$ cat src/rtl/icache_pkg.sv
// icache_pkg: shared types, constants and helpers for the instruction cache refill path
package icache_pkg;
  typedef enum logic [1:0] {IDLE, REQ, FILL, DONE} refill_state_t;
  localparam int BEAT_BYTES = 8;
  localparam int DEF_B = 64;
  localparam int BEATS = DEF_B / BEAT_BYTES;
  function automatic logic [63:0] block_align(input logic [63:0] addr, input int b);
    return addr & ~((64'd1 << $clog2(b)) - 64'd1);
  endfunction
endpackage

$ cat src/rtl/instr_cache_refill_ctrl.sv
// instr_cache_refill_ctrl: on an icache miss, fetch one block from L2 and stream its beats into the missing set
module instr_cache_refill_ctrl
  import icache_pkg::*;
#(
  parameter int B = 64,
  parameter int ADDR_W = 32
) (
  input  logic              clk,
  input  logic              reset,
  input  logic              cache_miss,
  input  logic [ADDR_W-1:0] fetch_addr,
  output logic              l2_req_valid,
  input  logic              l2_req_ready,
  output logic [ADDR_W-1:0] l2_req_addr,
  input  logic              l2_rsp_valid,
  input  logic [63:0]       l2_rsp_data,
  output logic              rep_enable,
  output logic [63:0]       rep_word,
  output logic              stall,
  output logic              refill_done,
  output logic [31:0]       miss_count
);
  localparam int NB = B / BEAT_BYTES;
  localparam int CW = $clog2(NB);
  if (B % BEAT_BYTES != 0 || B < 16) begin : g_bad_b
    $error("instr_cache_refill_ctrl: B must be a multiple of 8 and at least 16");
  end
  refill_state_t state, next;
  logic [CW-1:0] beat_cnt;
  logic [ADDR_W-1:0] req_addr;
  logic [31:0] count;
  logic beat, last;
  assign last = beat_cnt == CW'(NB - 1);
  always_ff @(posedge clk) begin
    if (reset) begin
      state <= IDLE;
      beat_cnt <= '0;
      req_addr <= '0;
      count <= '0;
    end else begin
      state <= next;
      if (state == IDLE && cache_miss) begin
        req_addr <= ADDR_W'(block_align(64'(fetch_addr), B));
        beat_cnt <= '0;
        count <= count + 32'(count != '1);
      end
      if (beat) beat_cnt <= last ? '0 : beat_cnt + CW'(1);
    end
  end
  // beats are written straight through; reset suppresses any write in its own cycle
  always_comb begin
    beat = state == FILL && l2_rsp_valid && !reset;
    next = state;
    l2_req_valid = 1'b0;
    refill_done = 1'b0;
    unique case (state)
      IDLE: next = cache_miss ? REQ : IDLE;
      REQ: begin
        l2_req_valid = 1'b1;
        next = l2_req_ready ? FILL : REQ;
      end
      FILL: next = beat && last ? DONE : FILL;
      DONE: begin
        refill_done = 1'b1;
        next = IDLE;
      end
    endcase
  end
  assign l2_req_addr = req_addr;
  assign rep_enable = beat;
  assign rep_word = state == FILL ? l2_rsp_data : 64'd0;
  assign stall = cache_miss | state == REQ | state == FILL;
  assign miss_count = count;
endmodule
$ cat config.mk
export PLATFORM = sky130hd
export DESIGN_NAME = instr_cache_refill_ctrl
export DESIGN_NICKNAME = d
export VERILOG_FILES = /design/src/rtl/icache_pkg.sv /design/src/rtl/instr_cache_refill_ctrl.sv
export SDC_FILE = /design/constraint.sdc
export NUM_CORES = 1
export LEC_CHECK = 0
export ABC_AREA = 1
export BUFFER_PORTS_ARGS = -buffer_cell sky130_fd_sc_hd__buf_2
export CAP_MARGIN = 20
export CORE_MARGIN = 5
export CORE_UTILIZATION = 40
export CTS_CLUSTER_SIZE = 20
export DETAILED_ROUTE_END_ITERATION = 16
export PLACE_DENSITY = 0.77
export SLEW_MARGIN = 10
export SYNTH_ARGS = -nofsm -noshare
export SYNTH_HDL_FRONTEND = slang
export SYNTH_SLANG_ARGS = --single-unit
export TNS_END_PERCENT = 1
$ cat constraint.sdc
create_clock -name clk -period 5.84 [get_ports clk]
set_input_delay 0.292 -clock clk [delete_from_list [all_inputs] [get_ports clk]]
set_output_delay 0.292 -clock clk [all_outputs]
set_load 0.005 [all_outputs]
==> impl_metrics.csv <==
group,metric,value,unit
outcome,status,"completed",
place,gp_congestion,0.874,
clock_network,cts_root_buf,"clkbuf_8",
sta,skew,0.0117,ns
grt,antenna_found_initial,0,
sta,max_slew_margin,0.338,
yosys,synth_seq_area_share,0.353,
yosys,ys_ff_latch,63,
place,port_buffers,220,
setup_path,crit_path_end_kind,"flop",
clock_network,cts-resized-gates,0,
sta,finalSetupTns,0,ns
yosys,syn_area,3580,um2
power_and_ir_drop,p_per_area,195,nW/um2
setup_path,r2r_start,"miss_count[13]$_SDFFE_PP0P_",
final_layout,drive_gt1_frac,0.311,
route,drc,0,
grt,grt_pass1_wl,19.9,mm
power_and_ir_drop,p_leak,2.93,nW
min_path,holdPathEnd,"l2_req_addr[22]$_SDFFE_PP0P_",
clock_network,cts_tree,"yes",
floorplanning,core,8720,um2
clock_network,cts_sinks,63,
clock_network,cts_inserted_buffers,9,
yosys,synth_top_cell_by_area,"dfxtp_1",
setup_path,worst-path-max-fanout,6,
final_layout,area_growth,36.5,%
yosys,yosys-top-cells-area,"dfxtp_1, nor2_1, inv_1",
route,drt_iter0_drc,280,
sta,worstMarginPinSlew,0.991,ns
yosys,yosysWarnings,0,
grt,overflow,0,
route,routed_wl,12.4,mm
sta,rsz0062_at_grt,"no",
route,wire_per_inst,13.5,um
yosys,yosysMostFrequentCell,"nor2_1",
min_path,hp-start,"fetch_addr[22]",
setup_path,start_kind,"flop",
sta,hold_viol,0,
sta,max_clock_freq,0.413,GHz
floorplanning,die_x,105,um
yosys,synthArstFlopShare,0,
yosys,synth_ff_type,"dfxtp_1",
clock_network,cts_buffer_depth,2,
grt,grt.total_usage,0.222,
sta,slew_violations,0,
sta,period_minus_slack,2.42,ns
floorplanning,dieArea,10900,um2
route,ant_nets,0,
place,hpwl,9.75,mm
yosys,netlist_instances,597,
final_layout,diodes,0,
floorplanning,row_count,34,
clock_network,clk_pin_slew,0.07,ns
grt,grt_pass1_vias,3909,
route,via_count,4228,
final_layout,nets,915,
run,maxCapViolations,0,
min_path,hold_depth,3,
yosys,synth_area_per_cell,5.99,um2
route,firstDrtPassIters,4,
route,viasPerCell,4.59,
power_and_ir_drop,total_power,0.000954,W
yosys,synth.distinct_cells,27,
setup_path,r2r_cells,14,
clock_network,clk_latency,0.33,ns
setup_path,cp.arrival,2.70,ns
clock_network,hold_buffers,0,
yosys,synthTopCellsByCount,"nor2_1, inv_1, nand2_1",
floorplanning,ios,233,
setup_path,worstReg2RegEnd,"miss_count[16]$_SDFFE_PP0P_",
yosys,yosysTopAreaCellShare,0.353,
floorplanning,die_h,105,um
final_layout,fill_cells,945,
min_path,hold_class,"input port to flop",
clock_network,htree_levels,3,
setup_path,critPathRequiredTime,6.12,ns
setup_path,crit_type,"flop to flop",
setup_path,reg2reg_slack,3.42,ns
floorplanning,start_util,0.410,
grt,grt_max_degree,67,
power_and_ir_drop,peakVddDrop,0.135,mV
sta,finalCritPeriodShare,0.415,
sta,setup_viol,0,
yosys,synth_edf_count,0,
clock_network,cts_setup_buffers,0,
[critical path, cell delays in order, from the launching register on]
cell and delay (ns):
dfxtp_1 0.47, nand2_1 0.12, nor2_1 0.18, nand2_1 0.13
nor3_1 0.15, nand4_1 0.21, ha_1 0.25, ha_1 0.20
nand3_1 0.14, nor2_1 0.10, nand2_1 0.17, nor2_1 0.07
nand2_1 0.06, nor2_1 0.04, nor2_1 0.09
[how the worst max path moves through the flow]
stage,cells past startpoint,slack [ns],start,endpoint
5_1_grt,13,3.11,miss_count[14]$_SDFFE_PP0P_,miss_count[8]$_SDFFE_PP0P_
6_report,14,3.42,miss_count[13]$_SDFFE_PP0P_,miss_count[16]$_SDFFE_PP0P_
2_1_floorplan,15,3.83,miss_count[14]$_SDFFE_PP0P_,miss_count[16]$_SDFFE_PP0P_
3_5_place_dp,14,3.46,miss_count[13]$_SDFFE_PP0P_,miss_count[16]$_SDFFE_PP0P_
3_3_place_gp,14,3.47,miss_count[14]$_SDFFE_PP0P_,miss_count[16]$_SDFFE_PP0P_
4_1_cts,14,3.44,miss_count[13]$_SDFFE_PP0P_,miss_count[16]$_SDFFE_PP0P_
[per-layer routing]
metal  up-vias  global-route usage  wire (um)
met4         0              0.0463        157
met3        14              0.0629       1140
li1       2194                   -          -
met5         -                   0          0
met1      1833               0.263       5060
met2       187               0.398       6070
[kinds of logic (layout without fill, tap and decap cells)]
group                    count (synthesis)  after routing  share of synthesized area
AO/OA/AOI/OAI                           57             57                     0.0815
XOR/XNOR                                 2              2                    0.00490
adder cells (fa/ha/maj)                  5              5                     0.0175
buffers and inverters                  133            344                      0.154
flip-flops                              63             63                      0.353
other                                    1              6                    0.00105
AND/OR/NAND/NOR                        336            336                      0.388
[sequential cells by signal, indices dropped and copies added, names as in the netlist, named ones only]
register,count
beat_cnt,3
l2_req_addr,26
miss_count,32
state,1
[final cells by class]
class	instances	area (um2)	area share
Clock buffer	12	165	0.0338
Clock inverter	3	17.5	0.00359
Inverter	107	402	0.0823
Multi-Input combinational cell	406	1780	0.366
Sequential cell	63	1260	0.258
Tap cell	108	135	0.0277
Timing Repair Buffer	222	1120	0.229
[where the power goes]
group | leakage (nW) | internal [W] | switching (W)
registers | 0.514 | 0.000449 | 0.0000114
clock network | 0.0942 | 0.000185 | 0.000164
logic | 2.32 | 0.0000640 | 0.0000805
[placed cells by master, fill, tap and decap left out, types with 2 or more instances in the layout]
cell,instances
clkinv_2,2
ha_1,5
nor2_2,7
o21ai_0,34
conb_1,6
buf_4,2
nor2_4,2
nor2_1,189
nand3_1,28
nand4_1,5
dfxtp_1,63
clkbuf_8,12
buf_2,220
a21oi_1,18
o21ai_1,3
inv_1,107
nand2_2,4
nand2_1,92
nor3_1,5
[metrics by stage]
stage               hold WS, ns  instances  worst slack (ns)   util  instance area (um2)
floorplan                 0.364        602              3.83      -                 3590
global placement          0.455        906              3.47  0.539                 4700
detailed placement        0.466        906              3.46  0.539                 4700
CTS                       0.188        921              3.44  0.560                 4880
global route              0.203        921              3.11  0.560                 4880
finish                    0.198        921              3.42  0.560                 4880
(Power assumes the default switching activity.)
